### src/rtl/imem_boot_loader.sv
// imem_boot_loader: boot stage for the single-cycle MIPS core.
// Accepts a byte stream (16-bit big-endian word count, then 4 bytes per
// big-endian word), writes each assembled word into instruction memory and
// keeps the core in reset until the whole image is in. A count larger than
// the instruction memory latches an error and keeps the core in reset.
// Instruction memory lives outside this block; a reset here never clears it.
module imem_boot_loader #(
  parameter int ADDR_W    = 10,
  parameter int MAX_WORDS = 256
) (
  input  logic              clk,
  input  logic              reset,
  input  logic              in_valid,
  input  logic [7:0]        in_data,
  output logic              in_ready,
  output logic              imem_we,
  output logic [ADDR_W-1:0] imem_addr,
  output logic [31:0]       imem_wdata,
  output logic              cpu_reset,
  output logic              done,
  output logic              error
);

  // Word index width: one index per 4-byte word of the byte-addressed memory.
  localparam int          IDX_W     = ADDR_W - 2;
  localparam logic [16:0] MAX_CNT   = 17'(MAX_WORDS);
  localparam logic [IDX_W-1:0] IDX_ONE = IDX_W'(1);

  typedef enum logic [2:0] {
    S_CNT_HI,
    S_CNT_LO,
    S_CHECK,
    S_DATA,
    S_WRITE,
    S_RUN,
    S_ERR
  } state_e;

  state_e            state_q, state_d;
  logic [15:0]       cnt_q;
  logic [IDX_W-1:0]  word_idx_q;
  logic [1:0]        byte_idx_q;
  logic [23:0]       word_q;       // first three bytes of the word being built
  logic              we_q;
  logic [ADDR_W-1:0] addr_q;
  logic [31:0]       wdata_q;

  logic xfer;
  logic last_word;

  assign xfer      = in_valid & in_ready;
  assign last_word = ({{(16-IDX_W){1'b0}}, word_idx_q} == (cnt_q - 16'd1));

  // State register.
  always_ff @(posedge clk) begin
    // NOTE: sequential state is assigned with <= so every register in the
    // design updates from the same pre-edge values, independent of block order.
    if (reset) begin
      state_q <= S_CNT_HI;
    end else begin
      state_q <= state_d;
    end
  end

  // Next-state decode: header bytes, size check, data bytes, one write cycle.
  always_comb begin
    // NOTE: state_d gets a default before the case so every path assigns it
    // and no latch is inferred.
    state_d = state_q;
    case (state_q)
      S_CNT_HI: if (xfer) state_d = S_CNT_LO;
      S_CNT_LO: if (xfer) state_d = S_CHECK;
      S_CHECK: begin
        if (cnt_q == 16'd0)               state_d = S_RUN;
        else if ({1'b0, cnt_q} > MAX_CNT) state_d = S_ERR;
        else                              state_d = S_DATA;
      end
      S_DATA:  if (xfer && byte_idx_q == 2'd3) state_d = S_WRITE;
      S_WRITE: state_d = last_word ? S_RUN : S_DATA;
      S_RUN:   state_d = S_RUN;
      S_ERR:   state_d = S_ERR;
      default: state_d = S_CNT_HI;
    endcase
  end

  // Datapath: capture count, pack bytes, issue the registered write strobe.
  always_ff @(posedge clk) begin
    if (reset) begin
      cnt_q      <= '0;
      word_idx_q <= '0;
      byte_idx_q <= '0;
      word_q     <= '0;
      we_q       <= 1'b0;
      addr_q     <= '0;
      wdata_q    <= '0;
    end else begin
      // The strobe is a single-cycle pulse; address and data hold afterwards.
      we_q <= 1'b0;
      case (state_q)
        S_CNT_HI: if (xfer) cnt_q[15:8] <= in_data;
        S_CNT_LO: if (xfer) cnt_q[7:0]  <= in_data;
        S_DATA: begin
          if (xfer) begin
            byte_idx_q <= byte_idx_q + 2'd1;
            if (byte_idx_q == 2'd3) begin
              we_q    <= 1'b1;
              addr_q  <= {word_idx_q, 2'b00};
              wdata_q <= {word_q, in_data};
            end else begin
              word_q <= {word_q[15:0], in_data};
            end
          end
        end
        S_WRITE: begin
          byte_idx_q <= '0;
          if (!last_word) word_idx_q <= word_idx_q + IDX_ONE;
        end
        default: ;
      endcase
    end
  end

  assign imem_we    = we_q;
  assign imem_addr  = addr_q;
  assign imem_wdata = wdata_q;

  // Output decode: handshake and core-control flags from the current state.
  always_comb begin
    in_ready  = 1'b0;
    cpu_reset = 1'b1;
    done      = 1'b0;
    error     = 1'b0;
    case (state_q)
      S_CNT_HI, S_CNT_LO, S_DATA: in_ready = ~reset;
      S_RUN: begin
        cpu_reset = 1'b0;
        done      = 1'b1;
      end
      S_ERR:   error = 1'b1;
      default: ;
    endcase
  end

endmodule

### config.mk
export PLATFORM = sky130hd
export DESIGN_NAME = imem_boot_loader
export DESIGN_NICKNAME = d
export VERILOG_FILES = /design/src/rtl/imem_boot_loader.sv
export SDC_FILE = /design/constraint.sdc
export NUM_CORES = 1
export LEC_CHECK = 0
export ABC_CLOCK_PERIOD_IN_PS = 3350
export BUFFER_PORTS_ARGS = -buffer_cell sky130_fd_sc_hd__buf_4
export CORE_UTILIZATION = 29
export CTS_BUF_LIST = sky130_fd_sc_hd__clkbuf_2
export DETAILED_ROUTE_END_ITERATION = 7
export HOLD_SLACK_MARGIN = 0.12
export SYNTH_ARGS = -nofsm -noshare
export SYNTH_HDL_FRONTEND = slang
export SYNTH_SLANG_ARGS = --single-unit
### constraint.sdc
create_clock -name clk -period 3.35 [get_ports clk]
set_input_delay 0 -clock clk [delete_from_list [all_inputs] [get_ports clk]]
set_output_delay 0 -clock clk [all_outputs]
set_load 0.02 [all_outputs]
==> results.md <==
* Outcome: complete, no violations
* Initial antenna violation count at 0
* FFs w/ async S/R, synth at 0%
* Layout net count at between 500 and 600
* Placement Rows at between 40 and 50
* Synth Warn # at 0
* Peak supply drop at roughly 0.00014 V
* CP startpoint kind: flip-flop
* Max-slew violation count at 0
* Critical path fanouts, max at 7
* Area leader, netlist: dfxtp_1
* Largest family of logic cells by synthesized area: simple AND/OR/NAND/NOR gates
* Clk_lat worst skew at ~600 ps
* Clock Skews at between 30 and 40 ps
* Final instance area at around 4700 sq um
* Worst Min Path Start: in_data[2]
* EDFF count, synth at 0
* Post-Synth XOR/XNOR Area at between 3 and 4%
* DR vias at roughly 3.4k
* Max_cap viols at 0
* Fraction of layout cells with a size suffix above 1 at 15.7%
* DP HPWL at approximately 6500 microns
* WP data arrival at roughly 3400 ps
* Number of routed nets with antenna violations at 0
* Syn Inst Count at slightly below 500
* Via/cell ratio at 4.79
* CTS tree: built
* PD cells at between 400 and 500 nW/um^2
* Largest net degree at the start of global routing at 99
* Most used DFF post-synth: dfxtp_1
* Post-synthesis mux area share at 5.13%
* Die width at about 120 microns
* Max Root-Sink Buffers at 2
* Crit path capture type: flip-flop
* Adder-Cell Fraction of Synth Area at less than 1%
* Syn_area_per_cell at 8.08 sq um
* Simple-gate share of the synthesized area at between 20% and 30%
* Compound-gate portion of the synthesized area at 13.5%
* Worst slew pin tran at 955 ps
* WL/cell at about 14 microns
* Total GRT Usage at between 10 and 15%
* Distinct cells, synth at a little over 50
* Worst-path clk slew at 290 ps
* Post-Route WL at 9640 microns
* R2R cell count at 9
* Slew margin rel. at a little over a third
* Clk root buf: clkbuf_2
* FF-to-FF Start: cnt_q[0]$_SDFFE_PP0P_
* Initial DRC Count at just over 200
* Most frequent cells after synthesis: nand2_1 (136), dfxtp_1 (94), a21oi_1 (69)
* Final Hold Vio Count at 0
* Vias in the first global route at about 3.3k
* Pre-antenna DRT Iters at 4
* Hold worst-path end: word_q[2]$_SDFFE_PP0P_
* Setup violators final at 0
* Initial Util at a little under 30%
* I/O pins at 58
* Min-Delay Path Class: in -> reg
* Port buffer count at 55
* Final GP Congestion at just under 0.8
* Area grow syn2layout at 18.3%
* Most frequent cell after synthesis: nand2_1
* Die span in y at between 100 and 150 microns
* WP data required at 3850 ps
* Kind of critical path: reg -> reg
* RSZ-0062 raised after global routing: no
* Area contributors post-synth: dfxtp_1 (48%), nand2_1 (13%), a21oi_1 (8.7%)
* Reg2reg end: word_idx_q[5]$_SDFFE_PP0P_
* Minimum clock period at between 2000 and 3000 ps
* CTS Buf Count at 9
* Post-Syn Area at 3950 sq um
* Core region area at ~13000 sq um
* DRC Markers at 0
* Register area share after synthesis at ~48%
* Total gr overflow at 0
* Clock sinks at 94
* Leakage Power at approximately 1.8 nW
* CTS HTree Levels at 3
* Synth Register Bits at between 90 and 100
* Flop2flop setup slack at 410 ps
* TNS Setup at 0 ps
* Post-synth top area share at around 48%
* Post-CTS setup buffers at 0
* Worst Hold Depth at 4
* First-pass GRT wire length at around 16000 microns
* Final period util at around 90%
* Max Fclk at ~340 MHz
* Die area at ~14000 sq um
* Post-Place Cell Area at ~4400 sq um
-- where the power goes --
part	switching (mW)	leakage [nW]	internal [mW]
sequential	0.0288	0.758	1.14
combinational	0.108	1.01	0.0847
clock	0.418	0.0755	0.189
-- routing by layer --
metal | vias to the layer above | GRT usage [%] | wire length [microns]
li1 | 1717 | - | -
met1 | 1629 | 18.6 | 4780
met2 | 56 | 23.6 | 4450
met3 | 9 | 2.41 | 251
met4 | 0 | 5.93 | 152
met5 | - | 0 | 0
-- worst max path at each step --
stage,depth (start not counted),endpoint,from
6_report,9,word_idx_q[5]$_SDFFE_PP0P_,cnt_q[0]$_SDFFE_PP0P_
2_1_floorplan,10,word_idx_q[5]$_SDFFE_PP0P_,cnt_q[0]$_SDFFE_PP0P_
3_5_place_dp,9,word_idx_q[0]$_SDFFE_PP0P_,cnt_q[0]$_SDFFE_PP0P_
3_3_place_gp,9,word_idx_q[5]$_SDFFE_PP0P_,cnt_q[0]$_SDFFE_PP0P_
4_1_cts,9,word_idx_q[5]$_SDFFE_PP0P_,cnt_q[0]$_SDFFE_PP0P_
5_1_grt,9,word_idx_q[5]$_SDFFE_PP0P_,cnt_q[0]$_SDFFE_PP0P_
-- timing repair --
| item | in CTS | in global routing |
|---|---|---|
| gates resized for setup | 0 | 0 |
| hold buffers | 10 | 0 |
| endpoints found under the hold margin | 38 | 0 |
-- worst max-delay path: stages, from the launching register on --
cell	delay (ps)
dfxtp_1	400
inv_1	70
ha_1	180
or4b_1	600
or4_4	470
xor2_1	140
nand4_1	150
nor2_1	410
nor3_1	130
mux2_1	320
-- through the flow --
stage / power, mW / std cells / setup WS (ps) / hold slack (ps) / utilization, %
floorplan: 1.32 / 490 / 703 / 136 / -
global placement: 1.37 / 685 / 503 / 289 / 33.6
detailed placement: 1.37 / 685 / 433 / 296 / 33.6
CTS: 1.99 / 711 / 389 / 146 / 35.3
global route: 2.07 / 711 / 168 / 150 / 35.3
finish: 1.97 / 712 / 411 / 197 / 35.3
-- cells in the final DEF (no fill, tap or decap), types with 2 or more instances in the layout --
cell / instances
a21oi_1: 69
buf_4: 58
clkbuf_2: 10
conb_1: 2
dfxtp_1: 94
dlygate4sd3_1: 10
ha_1: 3
inv_1: 5
inv_2: 3
inv_6: 3
mux2_1: 2
mux2i_1: 18
nand2_1: 136
nand2b_1: 2
nand3_1: 4
nand4_1: 5
nor2_1: 28
nor2b_1: 3
nor3_1: 11
nor3b_1: 2
nor4_1: 5
nor4bb_1: 2
o21a_1: 2
o21ai_0: 4
o21ai_1: 4
o311ai_0: 2
o31ai_1: 3
or3_1: 4
or4_1: 2
or4b_1: 2
xnor2_1: 6
xor2_1: 10
-- sequential cells by signal (all words and copies together), names as in the netlist --
register / cells
word_idx_q: 8
state_q: 3
byte_idx_q: 2
imem_addr: 8
cnt_q: 16
imem_we: 1
word_q: 24
imem_wdata: 32
-- cell type report --
| class | count | area [sq um] |
|---|---|---|
| diodes | 1 | 2.50 |
| inverters | 8 | 30.0 |
| flip-flops and latches | 94 | 1880 |
| fillers | 1416 | 8570 |
| clock inverters | 6 | 75.1 |
| well taps | 176 | 220 |
| multi-input cells | 349 | 1880 |
| clock buffers | 10 | 50.0 |
| repair buffers | 68 | 536 |
-- cells by family after synthesis --
| family | Yosys count |
|---|---|
| DFF | 94 |
| and+or+nand+nor | 215 |
| buffers and inverters | 47 |
| xor gates and xnor gates | 16 |
| AOI/OAI and AO/OA | 93 |
| adders and majority gates | 3 |
| other | 1 |
| muxes | 20 |
(Power assumes the default switching activity.)
